## src/rtl/stage_sequencer_pkg.sv

```systemverilog
// stage_sequencer_pkg: stage codes, sequencer states and stage-counter commands
package stage_sequencer_pkg;
  localparam logic [2:0] STG_NONE   = 3'd0;
  localparam logic [2:0] STG_FETCH  = 3'd1;
  localparam logic [2:0] STG_DECODE = 3'd2;
  localparam logic [2:0] STG_EXEC   = 3'd3;
  localparam logic [2:0] STG_MEM    = 3'd4;
  localparam logic [2:0] STG_WB     = 3'd5;
  typedef enum logic [1:0] {SEQ_IDLE, SEQ_RUN, SEQ_STEP, SEQ_HALTED} seq_t;
  typedef enum logic [2:0] {CMD_HOLD, CMD_CLEAR, CMD_PRIME, CMD_START, CMD_ADVANCE} cmd_t;
  function automatic logic [2:0] next_stage(input logic [2:0] s);
    return s == STG_WB ? STG_FETCH : s + 3'd1;
  endfunction
endpackage

```

## src/rtl/stage_counter.sv

```systemverilog
// stage_counter: internal stage register plus the registered Stage output it drives
//   clock/reset : core clock, asynchronous active-high reset
//   cmd         : hold / clear / prime (load 5) / start (load 1) / advance
//   mem_stall   : holds the 3->4 advance while high
//   cur         : internal stage (survives a stall)
//   stage       : visible stage code, forced to 0 while stalled
module stage_counter
  import stage_sequencer_pkg::*;
(
  input  logic       clock,
  input  logic       reset,
  input  cmd_t       cmd,
  input  logic       mem_stall,
  output logic [2:0] cur,
  output logic [2:0] stage
);
  logic       stall;
  logic [2:0] nxt;
  always_comb begin
    stall = cmd == CMD_ADVANCE && cur == STG_EXEC && mem_stall;
    nxt = cmd == CMD_CLEAR ? STG_NONE :
          cmd == CMD_PRIME ? STG_WB :
          cmd == CMD_START ? STG_FETCH :
          cmd == CMD_ADVANCE && !stall ? next_stage(cur) : cur;
  end
  always_ff @(posedge clock or posedge reset)
    if (reset) begin
      cur   <= STG_NONE;
      stage <= STG_NONE;
    end else begin
      cur   <= nxt;
      stage <= stall ? STG_NONE : nxt;
    end
endmodule

```

## src/rtl/stage_sequencer.sv

```systemverilog
// stage_sequencer: run/halt/single-step sequencer producing the stage code for the enable decoder
//   clock/reset          : core clock, asynchronous active-high reset
//   run/halt_req/step_req: control levels; mem_stall holds the 3->4 transition
//   stage/nop_force      : stage code (0 idle, 1..5) and prime-cycle NOP
//   instr_done/step_ack  : pulses after each completed (stepped) instruction
//   seq_state            : 0 IDLE 1 RUN 2 STEP 3 HALTED
//   instr_count/cycle_count : wrapping counters; cycle_count only with CYCLE_COUNT_EN
module stage_sequencer
  import stage_sequencer_pkg::*;
#(
  parameter int CNT_W = 16
) (
  input  logic             clock,
  input  logic             reset,
  input  logic             run,
  input  logic             halt_req,
  input  logic             step_req,
  input  logic             mem_stall,
  output logic             step_ack,
  output logic [2:0]       stage,
  output logic             nop_force,
  output logic             instr_done,
  output logic [1:0]       seq_state,
  output logic [CNT_W-1:0] instr_count,
  output logic [CNT_W-1:0] cycle_count
);
  seq_t       state, nstate;
  cmd_t       cmd;
  logic [2:0] cur;
  logic       primed, armed, active, done, go_step, launch, accept, leave;
  stage_counter u_cnt (
    .clock(clock), .reset(reset), .cmd(cmd), .mem_stall(mem_stall), .cur(cur), .stage(stage)
  );
  // The prime cycle shows stage 5 but is not an instruction boundary.
  always_comb begin
    active  = state == SEQ_RUN || state == SEQ_STEP;
    done    = active && !nop_force && cur == STG_WB;
    go_step = step_req && armed;
    launch  = state == SEQ_IDLE ? run || go_step : state == SEQ_HALTED && go_step;
    accept  = go_step && (state == SEQ_HALTED || (state == SEQ_IDLE && !run));
    leave   = done && (state == SEQ_STEP || halt_req || !run);
    cmd = launch ? (primed ? CMD_START : CMD_PRIME) :
          !active ? CMD_HOLD :
          nop_force ? CMD_START :
          leave ? CMD_CLEAR : CMD_ADVANCE;
    nstate = state == SEQ_IDLE ? (run ? SEQ_RUN : go_step ? SEQ_STEP : SEQ_IDLE) :
             state == SEQ_HALTED ? (go_step ? SEQ_STEP : !run ? SEQ_IDLE : SEQ_HALTED) :
             !done ? state :
             state == SEQ_STEP || halt_req ? SEQ_HALTED :
             !run ? SEQ_IDLE : SEQ_RUN;
  end
  // armed re-arms only once step_req has been seen low, so a held request steps once.
  always_ff @(posedge clock or posedge reset)
    if (reset) begin
      state       <= SEQ_IDLE;
      primed      <= 1'b0;
      armed       <= 1'b1;
      nop_force   <= 1'b0;
      instr_done  <= 1'b0;
      step_ack    <= 1'b0;
      instr_count <= '0;
    end else begin
      state       <= nstate;
      primed      <= primed || launch;
      armed       <= !step_req || (armed && !accept);
      nop_force   <= launch && !primed;
      instr_done  <= done;
      step_ack    <= done && state == SEQ_STEP;
      instr_count <= instr_count + CNT_W'(done);
    end
  assign seq_state = state;
`ifdef CYCLE_COUNT_EN
  always_ff @(posedge clock or posedge reset)
    if (reset) cycle_count <= '0;
    else if (active) cycle_count <= cycle_count + CNT_W'(1);
`else
  assign cycle_count = '0;
`endif
endmodule

```

## config.mk

```make
export PLATFORM = sky130hd
export DESIGN_NAME = stage_sequencer
export DESIGN_NICKNAME = d
export VERILOG_FILES = /design/src/rtl/stage_sequencer_pkg.sv /design/src/rtl/stage_counter.sv /design/src/rtl/stage_sequencer.sv
export SDC_FILE = /design/constraint.sdc
export NUM_CORES = 1
export LEC_CHECK = 0
export BUFFER_PORTS_ARGS = -buffer_cell sky130_fd_sc_hd__buf_2
export CORE_ASPECT_RATIO = 0.6
export CORE_UTILIZATION = 45
export CTS_BUF_LIST = sky130_fd_sc_hd__clkbuf_16
export CTS_CLUSTER_DIAMETER = 100
export DETAILED_ROUTE_END_ITERATION = 8
export PLACE_DENSITY = 0.69
export SYNTH_ARGS = -nofsm -noshare
export SYNTH_HDL_FRONTEND = slang
export SYNTH_SLANG_ARGS = --single-unit
```

## constraint.sdc

```tcl
create_clock -name clock -period 3.45 [get_ports clock]
set_clock_uncertainty 0.1 [all_clocks]
set_input_delay 0.69 -clock clock [delete_from_list [all_inputs] [get_ports clock]]
set_output_delay 0.69 -clock clock [all_outputs]
set_load 0.005 [all_outputs]
```

After elaboration in Yosys (flattened, before gate mapping)
Index checks and enable logic that the tools add are counted.
- memory bits (writable): 0
- memories: 0
- logic and storage cells: 69
- input port bits: 6
- output and inout port bits: 40
- register bits after elaboration: 29
- ROM bits: 0
- bits in latches: 0
- bitwise logic cells: 0
- $mul: 0
- multiplexer cells: 21
- $add $sub $neg: 2
- shifts and indexed selects: 0
- divide/modulo/power cells: 0
- equality and inequality tests: 9
- magnitude comparators: 0
- reductions and logical operators: 28
- operators by type and width (kind ; count):
    2-to-1 mux 3 bit ; 10
    adder 16 x 1 -> 16 bit ; 1
    2-to-1 mux 2 bit ; 8
    logical AND 1 bit ; 13
    == test 3 x 2 -> 1 bit, second input constant ; 3
    logical OR 1 bit ; 7
    == test 3 bit, second input constant ; 2
    zero test 1 bit ; 6
    == test 2 bit, second input constant ; 2
    adder 3 x 1 -> 3 bit, second input constant ; 1
    == test 3 x 1 -> 1 bit, second input constant ; 1
    2-to-1 mux 1 bit ; 3
    nonzero test 3 bit ; 1
    == test 2 x 1 -> 1 bit, second input constant ; 1
    zero test 2 bit ; 1

Depth between registers and ports, before layout
- word-level depth: 19
- gate-level depth with buffers: 9
- gate-level depth less buffers: 9

Modules after synthesis
Synthesis repeated with hierarchy kept, for this count alone.
- cell total of the unflattened synthesis: 162
- area, all modules: 1646.6 um^2
- modules (own cells, without submodules) (module ; times used ; cells each ; seq. area each (um^2) ; area each (um^2)):
    stage_sequencer ; 1 ; 116 ; 576.8 ; 1224.9
    stage_counter ; 1 ; 46 ; 150.1 ; 421.7

Worst setup path after synthesis
Ideal clock, no wire load.
- path kind: reg-to-reg
- start: register state[0] (netlist: seq_state[0])
- end: register instr_count[14]
- buffers on the path: 0
- stages on the path, launching flop included: 10
- path slack: 1.361 ns
- period minus slack after synthesis: 2.089 ns
- required time: 3.271 ns
- library setup time: 0.079 ns
- arrival: 1.910 ns
- cells stage by stage: dfrtp_1 -> inv_1 -> ha_1 -> nand2b_2 -> nor2_1 -> ha_1 -> ha_1 -> nand2_1 -> nor3_2 -> xor2_1
- cells in the longest elaborated chain, start to end: 5
- elaborated cells on any way between the ends: 6
- classes of those cells: 1 x add/sub; 2 x eq/ne; 3 x reduce/logical
- ends and longest elaborated chain (element ; RTL line ; text):
    start: declaration ; stage_sequencer.sv:27 ; seq_t state, nstate;
    start signal: assignment ; stage_sequencer.sv:63 ; state <= nstate;
    == test 2 x 1 -> 1 bit or == test 2 bit (tied branches) ; stage_sequencer.sv:36 ; active = state == SEQ_RUN || state == SEQ_STEP;
    logical OR 1 bit * ; stage_sequencer.sv:36 ;
    logical AND 1 bit * (2 in a row) ; stage_sequencer.sv:37 ; done = active && !nop_force && cur == STG_WB;
    named net done ; stage_sequencer.sv:30 ; logic primed, armed, active, done, go_step, launch, accept, leave;
    adder 16 x 1 -> 16 bit * ; stage_sequencer.sv:69 ; instr_count <= instr_count + CNT_W'(done);
    end signal: assignment ; stage_sequencer.sv:69 ;
    end: declaration ; stage_sequencer.sv:24 ; output logic [CNT_W-1:0] instr_count,
Mark *: on every way through the listed nets, which the timed path passes. The rest lies on a longest branch.
A chain may end at the register's enable or synchronous reset.

Worst setup path in the final report
- start: register state[0] (netlist: seq_state[0])
- end: register instr_count[12]
The elaborated chain is that of the path after synthesis.

==> flow_summary.rst <==
.. list-table::
   :header-rows: 1

   * - Metric
     - Value
   * - Total wire length after detailed routing
     - 2780 um
   * - Routed wire per std cell
     - approximately 12 um
   * - Via density
     - 5.04
   * - Fraction of the yosys area taken by sequential cells
     - 0.472
   * - Number of optimization iterations in the first detailed-route pass
     - 4
   * - Leading area contributor after synthesis
     - dfrtp_1
   * - TritonCTS clock tree
     - built
   * - Async set-or-reset flop fraction in the synthesized netlist
     - 1.00
   * - Endpoint required time on the critical path
     - 3.54 ns
   * - Fraction of layout cells with a size suffix above 1
     - 0.261
   * - Achievable Freq
     - 0.433 GHz
   * - Yosys synthesis warning count
     - 0
   * - Vias in the first global route
     - 994
   * - Fin nets
     - around 190
   * - Boundary Pins
     - 46
   * - Leak Pwr
     - 0.940 nW
   * - Clock Sinks
     - 29
   * - Initial cell density of the core
     - 0.472
   * - Hold depth
     - 1
   * - Post-synthesis cell area
     - 1540 um2
   * - Quantity of hold-fixing buffers added after cts
     - 0
   * - Capturing element type of the critical path
     - flip-flop
   * - GP Congestion
     - a little over 0.8
   * - Final hold slack
     - 0.371 ns
   * - Antenna diodes
     - 0
   * - Nature of the critical path startpoint
     - flip-flop
   * - Top cells by area in the synthesized netlist
     - dfrtp_1, buf_4, xnor2_1
   * - Source-to-sink clock delay at the later pin of the worst-skew pair
     - 0.27 ns
   * - Max capacitance violation total
     - 0
   * - Number of buffers inserted during clock tree synthesis
     - 5
   * - Final ANT Viol Nets
     - 0
   * - R2R cell count
     - 9
   * - Sequential cell area in the final layout
     - 727 um2
   * - Number of enable-type register cells in the synthesized netlist
     - 0
   * - Transition time at the pin with the least slew margin
     - 1.05 ns
   * - Total count of max-transition violations in the final report
     - 0
   * - Final critical delay including setup and external delays
     - 2.31 ns
   * - Max H-tree Level
     - 2
   * - Area of the placeable core
     - 3260 um2
   * - Total Power Consumption
     - 1.40 mW
   * - Prevailing post-synth register cell
     - dfrtp_1
   * - Vias after detailed routing
     - 1134
   * - Number of inserted filler cells in the final layout
     - 296
   * - Count of different cell masters after synthesis
     - 37
   * - Die Ht
     - 47.3 um
   * - Flop and latch count out of synthesis
     - 29
   * - Placed insts
     - 217
   * - Gr usage total
     - 0.171
   * - Peak ir drop on the vdd network
     - 0.000427 V
   * - Result of the run
     - complete, no violations
   * - Remaining global-route overflow
     - 0
   * - Clock transition at the register clock pins on the worst setup and hold paths after CTS
     - 0.05 ns
   * - Max Fanout on Critical Path
     - 5
   * - Power density over the cells
     - approximately 770 nW/um2
   * - Overall die area
     - 3670 um2
   * - Category of the critical setup timing path
     - reg2reg
   * - Post-Synthesis Mean Instance Area
     - 10.7 um2
   * - RSZ-0062 raised after global routing
     - no
   * - Remaining routing DRC violations
     - 0
   * - Top library cells by usage in the layout, fill and taps aside
     - buf_2, dfrtp_1, conb_1
   * - Largest net degree at the start of global routing
     - 30
   * - Post-route cell area
     - 1820 um2
   * - Worst slew margin relative to its limit
     - 0.300
   * - Width of the die
     - 77.5 um
   * - Setup tns final
     - 0 ns
   * - Share of the clock period used by the worst path
     - 0.670
   * - Quantity of gates resized following cts
     - 0
   * - Half-perimeter wire length after placement
     - 2120 um
   * - Most common cell after layout, fill and taps aside
     - buf_2
   * - Number of antenna violations at the first check in global routing
     - 0
   * - Synthesized netlist cell count
     - 144
   * - 1st-iter DRT viols
     - 106
   * - Number of core rows
     - 16
   * - Type of the most critical hold path
     - reg2reg
   * - Placed Instance Area
     - 1680 um2
   * - Number of setup buffers added after CTS
     - 0
   * - Fraction of synthesized cell area taken by the top area cell type
     - 0.455
   * - Cell at the root of the clock tree
     - clkbuf_16
   * - Footprint of the multi-input gates
     - 734 um2
   * - Number of non-filler instances in the completed layout
     - 225
   * - Setup violation total in the final timing report
     - 0
   * - Buffer levels on the longest clock path
     - 2
   * - Final-report hold violation count
     - 0
   * - WP data arrival
     - 2.40 ns
   * - Area added between synthesis and finish
     - 18.0%
   * - Wire length of the first global-routing pass
     - 4510 um
   * - Buffers on Ports
     - 29
## state kept, by name, summed over array words and instances (netlist names)
| name | count |
|---|---|
| instr_count | 16 |
| u_cnt.cur | 3 |
| u_cnt.stage | 3 |
| instr_done | 1 |
| nop_force | 1 |
| primed | 1 |
| armed | 1 |
| seq_state | 2 |
| step_ack | 1 |
## area by class of cell
| class | instances | area share |
|---|---|---|
| clock inverter | 3 | 0.00758 |
| sequential | 29 | 0.400 |
| multi-input combinational | 110 | 0.404 |
| inverter | 4 | 0.00826 |
| timing repair buffer | 29 | 0.0799 |
| clock buffer | 5 | 0.0689 |
| tap | 45 | 0.0310 |
## metal layers
metal | up-vias | global-route usage | routed length [um]
li1 | 538 | - | -
met1 | 544 | 0.224 | 1300
met2 | 48 | 0.260 | 1230
met3 | 4 | 0.0777 | 210
met4 | 0 | 0.0491 | 36
met5 | - | 0 | 0
## power breakdown
group | switching [mW] | internal [mW]
registers | 0.0650 | 0.418
logic | 0.294 | 0.226
clock network | 0.136 | 0.260
## cell usage after synthesis, types with 3 or more instances
cell / count
and3_1: 4
nand4_1: 5
inv_1: 4
buf_4: 16
dfrtp_1: 28
nor2_1: 9
ha_1: 6
xor2_1: 4
nor2b_1: 4
a21oi_1: 3
nand2_1: 10
o21ai_0: 6
xnor2_1: 10
nand3_1: 7
## final timing paths
kind                                       from               to  slack, ns
worst max-delay path               seq_state[0]  instr_count[12]       1.14
worst min-delay path            instr_count[15]  instr_count[15]       0.37
worst max register to register     seq_state[0]  instr_count[12]       1.14
worst min register to register  instr_count[15]  instr_count[15]       0.37
max in group asynchronous                 reset     u_cnt.cur[1]       2.04
min in group asynchronous                 reset   instr_count[9]       0.57
## worst max-delay path, cell delays in order (launching register included)
cell,delay [ns]
dfrtp_1,0.38
inv_1,0.08
ha_1,0.38
nand2b_2,0.13
nor2_1,0.16
ha_1,0.24
ha_1,0.25
nand2_1,0.15
nor2b_1,0.19
xor2_1,0.18
## stage by stage
step | setup slack (ns) | utilization
CTS | 1.11 | 0.557
finish | 1.14 | 0.557
detailed placement | 1.14 | 0.514
global route | 0.892 | 0.557
global placement | 1.28 | 0.514
floorplan | 1.36 | -
## kinds of logic after synthesis
family / after synthesis / share of synthesized area
AOI/OAI and AO/OA: 20 / 0.0999
other: 1 / 0.00243
muxes: 2 / 0.0130
xor gates and xnor gates: 14 / 0.0796
DFF: 29 / 0.472
buffers and inverters: 20 / 0.0877
adders and majority gates: 6 / 0.0487
and+or+nand+nor: 52 / 0.197
Note: power is estimated with default switching activity, not from simulation.
